### config.mk
export PLATFORM = sky130hd
export DESIGN_NAME = shift_load_sequencer
export DESIGN_NICKNAME = d
export VERILOG_FILES = /design/src/rtl/shift_seq_pkg.sv /design/src/rtl/shift_seq_counter.sv /design/src/rtl/shift_load_sequencer.sv
export SDC_FILE = /design/constraint.sdc
export NUM_CORES = 1
export LEC_CHECK = 0
export CAP_MARGIN = 25
export CORE_ASPECT_RATIO = 1.2
export CORE_MARGIN = 2
export CORE_UTILIZATION = 45
export CTS_CLUSTER_DIAMETER = 40
export DETAILED_ROUTE_END_ITERATION = 12
export HOLD_SLACK_MARGIN = 0.12
export PLACE_DENSITY = 0.76
export SYNTH_ARGS = -nofsm -noshare
export SYNTH_HDL_FRONTEND = slang
export SYNTH_HIERARCHICAL = 1
export SYNTH_SLANG_ARGS = --single-unit
### constraint.sdc
create_clock -name clk -period 2.62 [get_ports clk]
set_clock_uncertainty 0.1 [all_clocks]
set_input_delay 0.786 -clock clk [delete_from_list [all_inputs] [get_ports clk]]
set_output_delay 0.786 -clock clk [all_outputs]
set_load 0.02 [all_outputs]
### src/rtl/shift_seq_pkg.sv
// Shared types and defaults for the shift-register command sequencer.
package shift_seq_pkg;

  localparam int DEF_WIDTH = 4;
  localparam int DEF_CNT_W = 4;

  typedef enum logic [1:0] {
    IDLE  = 2'd0,
    LOAD  = 2'd1,
    SHIFT = 2'd2,
    DONE  = 2'd3
  } state_e;

  localparam logic DIR_RIGHT = 1'b0;
  localparam logic DIR_LEFT  = 1'b1;

endpackage

### src/rtl/shift_seq_counter.sv
// Loadable down-counter for the shift window; saturates at zero instead of wrapping.
module shift_seq_counter #(
  parameter int CNT_W = 4
) (
  input  logic             clk,
  input  logic             rst,
  input  logic             load_i,
  input  logic [CNT_W-1:0] load_val_i,
  input  logic             dec_i,
  output logic             is_one_o,
  output logic             is_zero_o
);

  logic [CNT_W-1:0] cnt_q, cnt_d;

  always_comb begin
    cnt_d = cnt_q;
    if (load_i) begin
      cnt_d = load_val_i;
    end else if (dec_i && (cnt_q != '0)) begin
      cnt_d = cnt_q - 1'b1;
    end
  end

  always_ff @(posedge clk) begin
    if (rst) begin
      cnt_q <= '0;
    end else begin
      cnt_q <= cnt_d;
    end
  end

  assign is_one_o  = (cnt_q == CNT_W'(1));
  assign is_zero_o = (cnt_q == '0);

endmodule

### src/rtl/shift_load_sequencer.sv
// Drives load/dir/d_in of a bidirectional shift register: one load, then cmd_count shifts.
// Optional macro RESULT_CAPTURE_EN: capture q_in into result on the DONE cycle.
module shift_load_sequencer
  import shift_seq_pkg::*;
#(
  parameter int WIDTH = DEF_WIDTH,
  parameter int CNT_W = DEF_CNT_W
) (
  input  logic             clk,
  input  logic             rst,
  input  logic             start,
  input  logic [WIDTH-1:0] cmd_data,
  input  logic             cmd_dir,
  input  logic [CNT_W-1:0] cmd_count,
  input  logic             abort,
  input  logic [WIDTH-1:0] q_in,
  output logic             load,
  output logic             dir,
  output logic [WIDTH-1:0] d_in,
  output logic             shift_en,
  output logic             busy,
  output logic             done,
  output logic             aborted,
  output logic [WIDTH-1:0] result
);

  state_e           state_q, state_d;
  logic             accept, abort_hit, cnt_load, cnt_dec;
  logic             cnt_is_one, cnt_is_zero;
  logic [CNT_W-1:0] count_q;
  logic             load_q, dir_q, shift_en_q, busy_q, done_q, aborted_q;
  logic [WIDTH-1:0] d_in_q;

  shift_seq_counter #(
    .CNT_W(CNT_W)
  ) u_counter (
    .clk       (clk),
    .rst       (rst),
    .load_i    (cnt_load),
    .load_val_i(count_q),
    .dec_i     (cnt_dec),
    .is_one_o  (cnt_is_one),
    .is_zero_o (cnt_is_zero)
  );

  always_comb begin
    state_d   = state_q;
    accept    = 1'b0;
    abort_hit = 1'b0;
    cnt_load  = 1'b0;
    cnt_dec   = 1'b0;
    case (state_q)
      IDLE: begin
        // A start that coincides with abort is silently dropped.
        if (start && !abort) begin
          accept  = 1'b1;
          state_d = LOAD;
        end
      end
      LOAD: begin
        cnt_load = 1'b1;
        if (abort) begin
          abort_hit = 1'b1;
          state_d   = IDLE;
        end else begin
          state_d = (count_q != '0) ? SHIFT : DONE;
        end
      end
      SHIFT: begin
        if (abort) begin
          abort_hit = 1'b1;
          state_d   = IDLE;
        end else begin
          cnt_dec = 1'b1;
          if (cnt_is_one || cnt_is_zero) begin
            state_d = DONE;
          end
        end
      end
      DONE:    state_d = IDLE;
      default: state_d = IDLE;
    endcase
  end

  // Outputs are decoded from the next state so they line up with the state they describe.
  always_ff @(posedge clk) begin
    if (rst) begin
      state_q    <= IDLE;
      count_q    <= '0;
      load_q     <= 1'b0;
      dir_q      <= 1'b0;
      d_in_q     <= '0;
      shift_en_q <= 1'b0;
      busy_q     <= 1'b0;
      done_q     <= 1'b0;
      aborted_q  <= 1'b0;
    end else begin
      state_q    <= state_d;
      load_q     <= (state_d == LOAD);
      shift_en_q <= (state_d == SHIFT);
      busy_q     <= (state_d != IDLE);
      done_q     <= (state_d == DONE);
      aborted_q  <= abort_hit;
      if (accept) begin
        count_q <= cmd_count;
        d_in_q  <= cmd_data;
        dir_q   <= cmd_dir;
      end
    end
  end

  assign load     = load_q;
  assign dir      = dir_q;
  assign d_in     = d_in_q;
  assign shift_en = shift_en_q;
  assign busy     = busy_q;
  assign done     = done_q;
  assign aborted  = aborted_q;

`ifdef RESULT_CAPTURE_EN
  logic [WIDTH-1:0] result_q;

  // During DONE the downstream register holds the value after the final counted shift.
  always_ff @(posedge clk) begin
    if (rst) begin
      result_q <= '0;
    end else if (state_q == DONE) begin
      result_q <= q_in;
    end
  end

  assign result = result_q;
`else
  logic unused_q_in;
  assign unused_q_in = ^q_in;
  assign result      = '0;
`endif

endmodule

### After elaboration in Yosys (flattened, before gate mapping)

Index checks and enable logic that the tools add are counted.

* add/sub/neg operators: 1
* equal/unequal tests: 7
* multiplexer cells: 14
* bitwise operators: 1
* reductions and logical operators: 12

Operators by type and width (count)
* 2-bit equality test (second input constant): 4
* 2-bit two-way mux: 4
* 4-bit two-way mux: 2
* 2-bit case mux with 4 select lines: 1
* 4-bit nonzero test: 2
* 1-bit two-way mux: 7
* 2-bit by 1-bit equality test with 1-bit output (second input constant): 2
* 4-bit by 1-bit equality test with 1-bit output (second input constant): 1
* 4-bit zero test: 1
* 2-bit nonzero test: 2
* 2-bit OR reduction: 2
* 4-bit by 1-bit subtractor with 4-bit output (second input constant): 1
* 1-bit logical AND: 2
* 2-bit zero test: 1
* 1-bit zero test: 1
* 1-bit logical OR: 1
* 1-bit NOT: 1

* flip-flop bits (word level): 20
* input port bits: 17
* output and inout port bits: 14

### Logic depth before layout (Yosys ltp)

Gate-level depths: netlist of the first run.

* depth after elaboration: 6
* mapped depth: 7
* mapped depth without buffers: 7

### By module

The synthesis of the first run kept the hierarchy.

Modules (own cells, without submodules)
* shift_load_sequencer: instances 1, cells each 67, area each 690.7 um2, seq. area each 320.3 um2
* shift_seq_counter: instances 1, cells each 31, area each 282.8 um2, seq. area each 80.1 um2

### Worst setup path before layout of the first run

No wires, ideal clock.

* kind: input port to flip-flop
* start: input abort
* end: register u_counter.cnt_q[3]
* data arrival time: 1771 ps
* path slack: 623 ps
* cell stages on the path: 4
* path through: nor2b_1 > nor4b_2 > mux2i_1 > a211oi_1

* longest elaborated chain between the ends: 4

RTL lines
* start: declaration: line shift_load_sequencer.sv:15 `input logic abort,`
* 1-bit two-way mux: line shift_load_sequencer.sv:70 `if (abort) begin`
* 1-bit two-way mux: line shift_load_sequencer.sv:52 `case (state_q)`
* 1-bit logical AND: line shift_seq_counter.sv:20 `end else if (dec_i && (cnt_q != '0)) begin`
* 2-bit nonzero test (no source line)
* end signal: assignment: line shift_seq_counter.sv:29 `cnt_q <= cnt_d;`
* end: declaration: line shift_seq_counter.sv:14 `logic [CNT_W-1:0] cnt_q, cnt_d;`

Every way passes these cells.
A chain may end at the register's enable or synchronous reset.

### Worst setup path after layout of the first run

* start: register d_in_q[2], in the netlist d_in[2]
* end: output d_in[2]

RTL lines
* start: declaration: line shift_load_sequencer.sv:32 `logic [WIDTH-1:0] d_in_q;`
* start signal: assignment: line shift_load_sequencer.sv:106 `d_in_q <= cmd_data;`
* end: declaration: line shift_load_sequencer.sv:19 `output logic [WIDTH-1:0] d_in,`

No word-level cell between the ends.

==> flow_metrics.tcl, run 1 <==
set metrics [dict create \
    final-max-slew-violation-count 0 \
    grt_pass1_wl_microns 2970 \
    drt_iter0_drc 6 \
    r2r_start "u_counter/cnt_q[0]" \
    antenna_found_initial 0 \
    root_buffer "clkbuf_4" \
    grt_max_degree 13 \
    cts_buffer_depth 2 \
    yosysSeqAreaShare 0.411 \
    rsz0062_at_grt "false" \
    cts_setup_buffers 0 \
    vias 754 \
    track_usage 0.166 \
    power.density_nw_per_um2 1030 \
    yosysMostFrequentCell "dfxtp_1" \
    synthArstFlopShare 0 \
    synth_edf_count 0 \
    route.detailed.drc 0 \
    dp_hpwl_microns 1330 \
    cts_resized 0 \
    fin_crit_ps 2160 \
    first_global_vias 720 \
    io_pins 31 \
    crit_chain "clkdlybuf4s50_1" \
    cp_slowest_cell "clkdlybuf4s50_1" \
    synth_top_area_frac 0.411 \
    ys_seq_elements 20 \
    timing.critical_path.from "d_in[2]" \
    setup_violations 0 \
    io_buffers 22 \
    nets 148 \
    outcome "completed" \
    dieArea_sq_um 2550 \
    power.leakage_nw 0.531 \
    die_height_microns 55.0 \
    wl_per_cell_microns 11.5 \
    cp_slowest_stage_delay_ps 610 \
    fill_cells 177 \
    worstMarginPinSlew_ps 573 \
    cp_max_fo 2 \
    postRouteAntennaNets 0 \
    max-cap-violations 0 \
    yosysWarnings 6 \
    syn2layout_area_growth_pct 31.4 \
    worst-path-buf-inv 1 \
    via_per_inst 4.90 \
    die_x_microns 46.5 \
    vdd_drop_max_mv 0.830 \
    clkSinkCount 20 \
    cts-hold-fix-buffers 0 \
    avgSynthCellArea_sq_um 9.93 \
    wl_microns 1770 \
    path_class "reg -> out" \
    htree_levels 1 \
    max_freq_mhz 462 \
    synth_common_cells "dfxtp_1, nor2_1, mux2i_1" \
    worst_setup_path_end_kind "output pin" \
    synthFlopType "dfxtp_1" \
    max-slew-margin-rel 0.617 \
    synthCells 98 \
    drive_gt1_frac 0.121 \
    core_sq_um 2050 \
    cts_tree "built" \
    crit_family "buffers and inverters" \
    path_clk_slew_ps 110 \
    crit_required_ps 1730 \
    period_share 0.826 \
    post-route-util 0.624 \
    synth_cell_types 35 \
    grt.overflow.total 0 \
    hold_start "d_in[3]" \
    setup_tns_ps 0 \
    initial_core_util 0.475 \
    cp-start-kind "register" \
    num_rows 18 \
    yosys.area.top_type "dfxtp_1" \
    synth_area_leaders "dfxtp_1, mux2i_1, ha_1" \
    routabilityCongestion 0.764 \
    dr.pass1.iters 4 \
    clk_latency_ps 310 \
    antenna_cells 0 \
    hold_viol 0 \
    numCtsBuffers 3 \
    syn_area_sq_um 973 \
    worstPathArrival_ps 1280 \
    holdCritPathClass "reg -> reg" \
]
-- sequential cells by signal, indices dropped and copies added, names as in the netlist --
| name | cells |
|---|---|
| d_in | 4 |
| dir | 1 |
| u_counter/cnt_q | 4 |
| busy | 1 |
| shift_en | 1 |
| count_q | 4 |
| aborted | 1 |
| done | 1 |
| load | 1 |
| state_q | 2 |
-- path summary, 6_finish.rpt --
check / to / slack (ps) / cells after the start
worst min register to register: d_in[3] / 410 / 2
worst max register to register: shift_en / 560 / 7
worst max-delay path: d_in[2] / 460 / 1
worst min-delay path: d_in[3] / 410 / 2
-- cell families (layout without fill, tap and decap cells) --
group | after synthesis | in the layout | synth area share
AOI/OAI and AO/OA | 13 | 13 | 0.136
adders and majority gates | 6 | 6 | 0.0771
DFF | 20 | 20 | 0.411
muxes | 10 | 10 | 0.103
and+or+nand+nor | 36 | 36 | 0.206
other | 1 | 4 | 0.00385
buffers and inverters | 12 | 35 | 0.0630
-- routing by layer --
metal	global-route usage	share of wire
met1	0.186	0.42
met2	0.287	0.51
met3	0.0292	0.046
met4	0.100	0.020
met5	0	0
-- cell type report --
class,instances,area (sq um),area share
multi-input cells,69,523,0.409
flip-flops and latches,20,400,0.313
repair buffers,25,243,0.190
well taps,30,37.5,0.0294
clock inverters,1,30.0,0.0235
clock buffers,3,22.5,0.0176
inverters,6,22.5,0.0176
-- metrics by stage --
stage	hold slack, ps	power, mW	cell area, sq um	instances	worst slack (ps)
2_1_floorplan	367	0.907	985	101	623
3_3_place_gp	379	1.06	1230	150	266
3_5_place_dp	388	1.08	1230	150	230
4_1_cts	416	1.34	1280	154	435
5_1_grt	436	1.43	1280	154	400
6_report	408	1.32	1280	154	456
-- placed cells by master (no fill, tap or decap), types with 2 or more instances in the layout --
cell | Yosys | layout
inv_1 | 6 | 6
clkbuf_4 | 0 | 3
ha_1 | 6 | 6
dfxtp_1 | 20 | 20
nor2_1 | 16 | 16
clkdlybuf4s50_1 | 0 | 22
nor3_1 | 2 | 2
a311oi_1 | 2 | 2
mux2i_1 | 10 | 10
nand2b_1 | 2 | 2
nand2_1 | 4 | 4
buf_4 | 4 | 3
nand3_1 | 2 | 2
conb_1 | 1 | 4
-- report_power, final --
group          internal, mW  total, mW  switching (mW)
clock                 0.155      0.252          0.0968
sequential            0.385      0.438          0.0523
combinational         0.289      0.634           0.345
total                 0.829       1.32           0.494
Note: power is estimated with default switching activity, not from simulation.
==> inputs of run 2 (changes only) <==
- CORE_UTILIZATION: 45 -> 40
- PLACE_DENSITY: 0.76 -> 0.71
- clock period: 2.62 -> 1.9 ns (I/O delays scaled with it)
==> run 2 against run 1 <==
  * Critical path depth up 4
  * Power up 38%
  * Sequential share of layout area down 1.2 points
  * Critical path type is now in -> reg
  * Highest routed layer unchanged
==> flow_metrics.tcl, run 2 (synthesis results as in run 1) <==
set metrics [dict create \
    syn2layout_area_growth_pct 36.4 \
    period_share 0.966 \
    vdd_drop_max_mv 1.11 \
    layout_setup_ws_ps 65.5 \
    wl_per_cell_microns 11.5 \
    place_inst 159 \
    io_pins 31 \
    routabilityCongestion 0.801 \
    crit_chain "clkdlybuf4s50_1 -> nor2b_1 -> nor4b_2 -> mux2i_1 -> a211oi_1" \
    max-cap-violations 0 \
    layout.cells.non_filler 163 \
    die_height_microns 58.0 \
    fin_crit_ps 1830 \
    clkSinkCount 20 \
    worstPathArrival_ps 1930 \
    vias 769 \
    holdCritPathClass "reg -> reg" \
    final-max-slew-violation-count 0 \
    postRouteAntennaNets 0 \
    core_sq_um 2310 \
    cts_tree "built" \
    drt_iter0_drc 21 \
    wl_microns 1880 \
    cts-hold-fix-buffers 0 \
    worst_setup_path_end_kind "register" \
    path_clk_slew_ps 110 \
    die_x_microns 49.0 \
    num_rows 19 \
    mostFrequentLayoutCells "dfxtp_1, nor2_1, clkdlybuf4s50_1" \
    p_total_mw 1.83 \
    io_buffers 22 \
    power.density_nw_per_um2 1380 \
    grt.overflow.total 0 \
    post-route-util 0.576 \
    dieArea_sq_um 2850 \
    power.leakage_nw 0.622 \
    initial_core_util 0.422 \
    htree_levels 1 \
    post-place-ws_ps -284 \
    cp_max_fo 4 \
    max_freq_mhz 545 \
    numCtsBuffers 3 \
    path_class "in -> reg" \
    via_per_inst 4.72 \
    first_global_vias 842 \
    cp_slowest_cell "clkdlybuf4s50_1" \
    nets 156 \
    antenna_found_initial 0 \
    route.detailed.drc 0 \
    cp-start-kind "input port" \
    dp_hpwl_microns 1510 \
    final_area_sq_um 1330 \
    root_buffer "clkbuf_4" \
    hold_viol 0 \
    cp_slowest_stage_delay_ps 450 \
    final_common_cell "dfxtp_1" \
    clk_latency_ps 310 \
    dr.pass1.iters 4 \
    crit_required_ps 2000 \
    grt_pass1_wl_microns 3560 \
    antenna_cells 0 \
    outcome "completed" \
    grt_max_degree 12 \
    track_usage 0.165 \
    setup_tns_ps 0 \
    dpl_cell_area_sq_um 1300 \
    rsz0062_at_grt "true" \
    timing.hold.ws_ps 412 \
    fill_cells 220 \
    cts_buffer_depth 2 \
    setup_violations 0 \
    cts_setup_buffers 0 \
    drive_gt1_frac 0.174 \
]
[run 2: cell types whose count changed in the layout (fill, tap and decap cells not counted)]
cell,previous run,this run
buf_4,3,10
a21boi_0,1,0
clkdlybuf4s50_1,22,12
dlymetal6s2s_1,0,1
bufinv_16,1,0
a21boi_1,0,1
clkbuf_8,0,1
dlygate4sd2_1,0,9
buf_12,0,1
[run 2: layout make-up]
class                   count  area, sq um  area share
multi-input cells          69          523       0.394
flip-flops and latches     20          400       0.302
repair buffers             33          307       0.231
well taps                  31         38.8      0.0292
clock buffers               4         36.3      0.0273
inverters                   6         22.5      0.0170
[run 2: critical path, delay by kind of cell]
family          cells  cell delay (ps)
compound gates      1               90
simple gates        2              580
mux                 1              240
buf+inv             1              450
[run 2: timing repair]
item / CTS / global route
cloned: 0 / 0
endpoints found under the setup margin: 9 / 5
endpoints found under the hold margin: 0 / 0
gates resized for setup: 9 / 2
[run 2: where the power goes]
part	internal [mW]	switching, mW
sequential	0.531	0.0723
combinational	0.472	0.502
clock	0.117	0.132
[run 2: path summary, 6_finish.rpt]
check | cells past startpoint | to | start | slack, ps
max | 5 | u_counter/cnt_q[3] | abort | 70
min | 2 | d_in[0] | d_in[0] | 410
max reg2reg | 7 | shift_en | u_counter/cnt_q[0] | 100
min reg2reg | 2 | d_in[0] | d_in[0] | 410
[run 2: metal layers]
layer / track usage / up-vias / part of all wire
met5: 0 / - / 0
met4: 0.102 / 0 / 0.023
met3: 0.0258 / 5 / 0.035
met2: 0.303 / 19 / 0.51
met1: 0.177 / 343 / 0.43
li1: - / 402 / -
